<file path="src/rtl/udp_tx_arbiter.sv">
// rtl/udp_tx_arbiter.sv - round-robin scheduler sharing one UDP transmit engine between N_REQ requesters
module udp_tx_arbiter #(
  parameter int          N_REQ          = 4,
  parameter logic [15:0] MAX_LEN        = 16'd1472,
  parameter int          IFG_CYCLES     = 12,
  parameter logic [19:0] TIMEOUT_CYCLES = 20'd100000
) (
  input  logic                 rgmii_clk,
  input  logic                 rstn,
  input  logic [N_REQ-1:0]     req,
  input  logic [16*N_REQ-1:0]  req_len,
  input  logic [8*N_REQ-1:0]   req_data,
  input  logic [N_REQ-1:0]     req_data_valid,
  output logic [N_REQ-1:0]     gnt,
  output logic [N_REQ-1:0]     req_done,
  output logic [N_REQ-1:0]     req_err,
  input  logic                 udp_tx_ready,
  output logic                 udp_tx_start,
  output logic [15:0]          udp_tx_length,
  output logic [7:0]           udp_tx_data,
  output logic                 udp_tx_data_valid,
  input  logic                 udp_tx_done,
  output logic                 busy,
  output logic                 timeout_err
);

  localparam logic [2:0]  S_IDLE  = 3'd0;
  localparam logic [2:0]  S_ARB   = 3'd1;
  localparam logic [2:0]  S_START = 3'd2;
  localparam logic [2:0]  S_BUSY  = 3'd3;
  localparam logic [2:0]  S_GAP   = 3'd4;
  localparam logic [19:0] IFG_LAST = 20'(IFG_CYCLES - 1);
  localparam logic [19:0] TMO_LAST = TIMEOUT_CYCLES - 20'd1;

  logic [2:0]       state_q, state_d;
  logic [2:0]       rr_ptr_q, rr_ptr_d;
  logic [2:0]       idx_q, idx_d;
  logic [N_REQ-1:0] gnt_q, gnt_d;
  logic [N_REQ-1:0] done_q, done_d;
  logic [N_REQ-1:0] err_q, err_d;
  logic             tmo_q, tmo_d;
  logic [15:0]      len_q, len_d;
  logic [19:0]      timer_q, timer_d;

  // Requester buses padded to 8 lanes so a 3-bit index never selects out of range.
  logic [7:0]  req_pad;
  logic [7:0]  vld_pad;
  logic [15:0] len_arr [8];
  logic [7:0]  dat_arr [8];

  for (genvar g = 0; g < 8; g++) begin : g_pad
    if (g < N_REQ) begin : g_on
      assign req_pad[g] = req[g];
      assign vld_pad[g] = req_data_valid[g];
      assign len_arr[g] = req_len[16*g +: 16];
      assign dat_arr[g] = req_data[8*g +: 8];
    end else begin : g_off
      assign req_pad[g] = 1'b0;
      assign vld_pad[g] = 1'b0;
      assign len_arr[g] = 16'd0;
      assign dat_arr[g] = 8'd0;
    end
  end

  logic [2:0]  win_idx;
  logic        win_found;
  logic [3:0]  cand;
  logic [7:0]  win_oh;
  logic [7:0]  idx_oh;
  logic [15:0] win_len;

  always_comb begin
    win_idx   = 3'd0;
    win_found = 1'b0;
    cand      = 4'd0;
    for (int k = 0; k < N_REQ; k++) begin
      cand = {1'b0, rr_ptr_q} + 4'(k);
      if (cand >= 4'(N_REQ)) cand = cand - 4'(N_REQ);
      if (!win_found && req_pad[cand[2:0]]) begin
        win_found = 1'b1;
        win_idx   = cand[2:0];
      end
    end
  end

  assign win_oh  = 8'd1 << win_idx;
  assign idx_oh  = 8'd1 << idx_q;
  assign win_len = len_arr[win_idx];

  function automatic logic [2:0] ptr_after(input logic [2:0] i);
    return (i == 3'(N_REQ - 1)) ? 3'd0 : i + 3'd1;
  endfunction

  always_comb begin
    state_d  = state_q;
    rr_ptr_d = rr_ptr_q;
    idx_d    = idx_q;
    gnt_d    = gnt_q;
    done_d   = '0;
    err_d    = '0;
    tmo_d    = 1'b0;
    len_d    = len_q;
    timer_d  = timer_q;
    case (state_q)
      S_IDLE: if (udp_tx_ready && (|req)) state_d = S_ARB;
      S_ARB: begin
        timer_d = 20'd0;
        if (!win_found) begin
          state_d = S_IDLE;
        end else begin
          idx_d = win_idx;
          if (win_len == 16'd0 || win_len > MAX_LEN) begin
            err_d    = win_oh[N_REQ-1:0];
            rr_ptr_d = ptr_after(win_idx);
            state_d  = S_IDLE;
          end else begin
            gnt_d   = win_oh[N_REQ-1:0];
            len_d   = win_len;
            state_d = S_START;
          end
        end
      end
      S_START: begin
        timer_d = timer_q + 20'd1;
        state_d = S_BUSY;
      end
      S_BUSY: begin
        timer_d = timer_q + 20'd1;
        // A done arriving on the timeout cycle counts as a normal completion.
        if (udp_tx_done || timer_q == TMO_LAST) begin
          done_d   = idx_oh[N_REQ-1:0];
          tmo_d    = !udp_tx_done;
          gnt_d    = '0;
          len_d    = 16'd0;
          rr_ptr_d = ptr_after(idx_q);
          timer_d  = 20'd0;
          state_d  = S_GAP;
        end
      end
      S_GAP: begin
        if (timer_q == IFG_LAST) begin
          timer_d = 20'd0;
          state_d = S_IDLE;
        end else begin
          timer_d = timer_q + 20'd1;
        end
      end
      default: state_d = S_IDLE;
    endcase
  end

  always_ff @(posedge rgmii_clk or negedge rstn) begin
    if (!rstn) begin
      state_q  <= S_IDLE;
      rr_ptr_q <= 3'd0;
      idx_q    <= 3'd0;
      gnt_q    <= '0;
      done_q   <= '0;
      err_q    <= '0;
      tmo_q    <= 1'b0;
      len_q    <= 16'd0;
      timer_q  <= 20'd0;
    end else begin
      state_q  <= state_d;
      rr_ptr_q <= rr_ptr_d;
      idx_q    <= idx_d;
      gnt_q    <= gnt_d;
      done_q   <= done_d;
      err_q    <= err_d;
      tmo_q    <= tmo_d;
      len_q    <= len_d;
      timer_q  <= timer_d;
    end
  end

  assign gnt               = gnt_q;
  assign req_done          = done_q;
  assign req_err           = err_q;
  assign timeout_err       = tmo_q;
  assign udp_tx_length     = len_q;
  assign busy              = (state_q != S_IDLE);
  assign udp_tx_start      = (state_q == S_START);
  assign udp_tx_data       = (|gnt_q) ? dat_arr[idx_q] : 8'd0;
  assign udp_tx_data_valid = (|gnt_q) ? vld_pad[idx_q] : 1'b0;

endmodule

</file>
<file path="config.mk">
export PLATFORM = sky130hd
export DESIGN_NAME = udp_tx_arbiter
export DESIGN_NICKNAME = d
export VERILOG_FILES = /design/src/rtl/udp_tx_arbiter.sv
export SDC_FILE = /design/constraint.sdc
export NUM_CORES = 1
export LEC_CHECK = 0
export ABC_AREA = 0
export BUFFER_PORTS_ARGS = -buffer_cell sky130_fd_sc_hd__buf_2
export CORE_ASPECT_RATIO = 0.7
export CORE_MARGIN = 1
export CORE_UTILIZATION = 25
export DETAILED_ROUTE_END_ITERATION = 10
export GPL_ROUTABILITY_DRIVEN = 0
export PLACE_DENSITY = 0.45
export SLEW_MARGIN = 20
export SYNTH_ARGS = -nofsm -noshare
export SYNTH_HDL_FRONTEND = slang
export SYNTH_SLANG_ARGS = --single-unit
</file>
<file path="constraint.sdc">
create_clock -name rgmii_clk -period 5.6 [get_ports rgmii_clk]
set_clock_uncertainty 0.15 [all_clocks]
set_input_delay 1.12 -clock rgmii_clk [delete_from_list [all_inputs] [get_ports rgmii_clk]]
set_output_delay 1.12 -clock rgmii_clk [all_outputs]
set_load 0.05 [all_outputs]
</file>
==> results.py <==
metrics = {
    "sta": {
        "maxSlewViolCount": 0,
        "fmax_mhz": 196.3,
        "setup_viol": 0,
        "setup_slack_ns": 0.5060,
        "rsz0062_at_grt": "false",
        "fin_crit_sh": 0.9097,
        "worst_slew_pin_slew_ns": 1.053,
        "setup_tns_ns": 0,
        "maxSlewHeadroom": 0.2801,
        "min_period_ns": 5.094,
        "hold_viol": 0,
    },
    "logic_synthesis": {
        "synthesis.nets": 625,
        "syn_area_mm2": 0.004428,
        "synth-seq-cells": 58,
        "ys.flop_type": "dfrtp_1",
        "synth-edff-count": 0,
        "yosysMostFrequentCell": "nand2_1",
        "synth.avg_cell_area_um2": 8.751,
        "syn_inst": 506,
        "ys_seq_area_frac": 0.3278,
        "ys_top_cells_by_count": "nand2_1, dfrtp_1, o21ai_0",
        "synth_area_leaders": "dfrtp_1, nand2_1, mux4_2",
        "synth_top_cell_area_share": 0.3278,
        "ys_types": 61,
        "yosys_warnings": 0,
        "async_flop_share": 1.000,
        "synth_top_cell_by_area": "dfrtp_1",
    },
    "clocking": {
        "postCtsSetupRepairBufs": 0,
        "cts-root-buf": "clkbuf_16",
        "cts_buffers": 9,
        "clock_path_buffers": 2,
        "cts_tree": "yes",
        "postCtsHoldBufs": 0,
        "cts.clk_slew.worst_paths_ns": 0.06,
        "clkSinkCount": 58,
        "ctsResizeCount": 0,
        "htree_levels": 3,
        "clk_latency_ns": 0.32,
    },
    "global_route": {
        "grt_max_degree": 59,
        "antenna_found_initial": 0,
        "grt_pass1_vias": 4216,
        "grt_overflow": 0,
        "grt_pass1_wl_um": 23070,
        "grtUsageTotal": 0.1606,
    },
    "floorplanning": {
        "die-area_mm2": 0.01826,
        "die_w_um": 161.1,
        "start_util": 0.2572,
        "coreArea_mm2": 0.01722,
        "fp-row-count": 40,
        "io_pins": 148,
        "fp.dieH_um": 113.4,
    },
    "cells_and_area": {
        "nets": 760,
        "antennaDiodeCount": 0,
        "drive_gt1_frac": 0.3282,
        "syn_to_final_growth_pct": 27.78,
        "final_cell_area_mm2": 0.005658,
        "fill_cells": 1823,
    },
    "pwr": {
        "p_leak_nw": 2.636,
        "p_sw_frac": 0.5386,
        "power_switching_mw": 1.925,
        "vdd_drop_max_mv": 0.2995,
        "combPwrFrac": 0.670,
        "p_int_mw": 1.649,
        "clockPowerShare": 0.155,
        "p_seq_frac": 0.175,
        "powerDensity_mw_per_mm2": 631.7,
    },
    "critical_path": {
        "end_kind": "flip-flop",
        "worstSetupStartpointType": "flip-flop",
        "crit_type": "reg2reg",
        "cp_data_required_time_ns": 5.68,
        "crit_fanout": 13,
        "critPathArrivalTime_ns": 5.18,
    },
    "placement": {
        "post-place-ws_ns": 0.3348,
        "dpl_cell_area_mm2": 0.005354,
        "numPortBuffers": 147,
        "dp_hpwl_um": 11370,
    },
    "detailed_routing": {
        "drt_first_pass_iters": 5,
        "post_drt_wl_per_cell_um": 16.79,
        "first_iter_violations": 383,
        "via_per_inst": 5.189,
        "drc": 0,
        "vias": 4551,
        "wl_um": 14730,
        "antenna_left": 0,
    },
    "outcome": {
        "status": "complete, no violations",
    },
    "job": {
        "maxCapViolCount": 0,
    },
    "min_path": {
        "hold_class": "reg2reg",
    },
}
==> sequential cells by signal, indices dropped and copies added (netlist names) <==
signal	cells
state_q	3
req_done	4
timeout_err	1
rr_ptr_q	3
udp_tx_length	16
req_err	4
timer_q	20
gnt	4
idx_q	3
==> worst max-delay path, cell delays in order (launching register included) <==
cell,delay [ns]
dfrtp_1,0.56
inv_1,0.17
ha_1,0.44
mux4_2,0.43
a221oi_2,0.41
nand2b_1,0.32
o221ai_1,0.28
a21oi_1,0.09
a2111oi_0,0.73
o21ai_0,0.27
nor3_4,0.40
nand3_2,0.42
o22ai_1,0.33
==> power groups by stage <==
stage | combinational [mW] | sequential, mW | clock [mW]
after floorplan | 1.72 | 0.737 | 0
after global placement | 2.37 | 0.634 | 0
after CTS | 2.40 | 0.629 | 0.564
final | 2.39 | 0.626 | 0.553
after detailed placement | 2.39 | 0.636 | 0
after global routing | 2.60 | 0.645 | 0.587
==> routing by layer <==
metal / global-route usage / part of all wire / vias to the layer above
li1: - / - / 2173
met1: 0.2414 / 0.50 / 2195
met2: 0.2299 / 0.42 / 171
met3: 0.03886 / 0.077 / 12
met4: 0.03208 / 0.0088 / 0
met5: 0 / 0 / -
==> layout make-up <==
type	instances	area (um^2)	area share
Multi-Input combinational cell	401	2761	0.4881
Sequential cell	58	1451	0.2565
Timing Repair Buffer	154	788.3	0.1393
Tap cell	231	289.0	0.05108
Clock buffer	9	225.2	0.03981
Clock inverter	7	78.83	0.01393
Inverter	17	63.81	0.01128
==> path summary, 6_finish.rpt <==
| check | startpoint | endpoint | slack [ns] | cells past startpoint |
|---|---|---|---|---|
| max | rr_ptr_q[1] | udp_tx_length[10] | 0.51 | 12 |
| min | udp_tx_length[14] | udp_tx_length[14] | 0.34 | 2 |
| max reg2reg | rr_ptr_q[1] | udp_tx_length[10] | 0.51 | 12 |
| min reg2reg | udp_tx_length[14] | udp_tx_length[14] | 0.34 | 2 |
| max in group asynchronous | rstn | timer_q[6] | 3.96 | 2 |
| min in group asynchronous | rstn | udp_tx_length[0] | 0.81 | 2 |
==> per-stage QoR <==
| step | total power, mW | hold slack (ns) | instances | utilization |
|---|---|---|---|---|
| 3_3_place_gp | 3.008 | 0.3281 | 861 | 0.3110 |
| 4_1_cts | 3.591 | 0.3456 | 877 | 0.3286 |
| 3_5_place_dp | 3.029 | 0.3370 | 861 | 0.3110 |
| 2_1_floorplan | 2.455 | 0.3029 | 506 | - |
| 6_report | 3.574 | 0.3416 | 877 | 0.3286 |
| 5_1_grt | 3.833 | 0.3738 | 877 | 0.3286 |
==> kinds of logic after synthesis <==
family / Yosys count / synth area share
AOI/OAI and AO/OA: 159 / 0.2509
buffers and inverters: 47 / 0.05029
DFF: 58 / 0.3278
adders and majority gates: 11 / 0.03108
muxes: 37 / 0.1201
and+or+nand+nor: 194 / 0.2198
==> cell usage in the layout, fill, tap and decap left out, types with 4 or more instances in the layout <==
cell type    n
nor3_1       6
mux2i_1     18
nand2_1     87
nand4_1      9
dfrtp_1     58
a32oi_1      7
buf_2      147
o22ai_2     10
o22ai_1     11
ha_1        11
nand3_1     12
nor2b_1     11
o21ai_0     42
nor2_1      21
mux4_2      12
and2_1      12
a31oi_1      7
o31ai_1      4
and3_1      12
o221ai_1    18
clkbuf_16    9
a21oi_1     32
mux2_2       6
inv_1       15
buf_4        7
nand2b_1     5
Note: power is estimated with default switching activity, not from simulation.
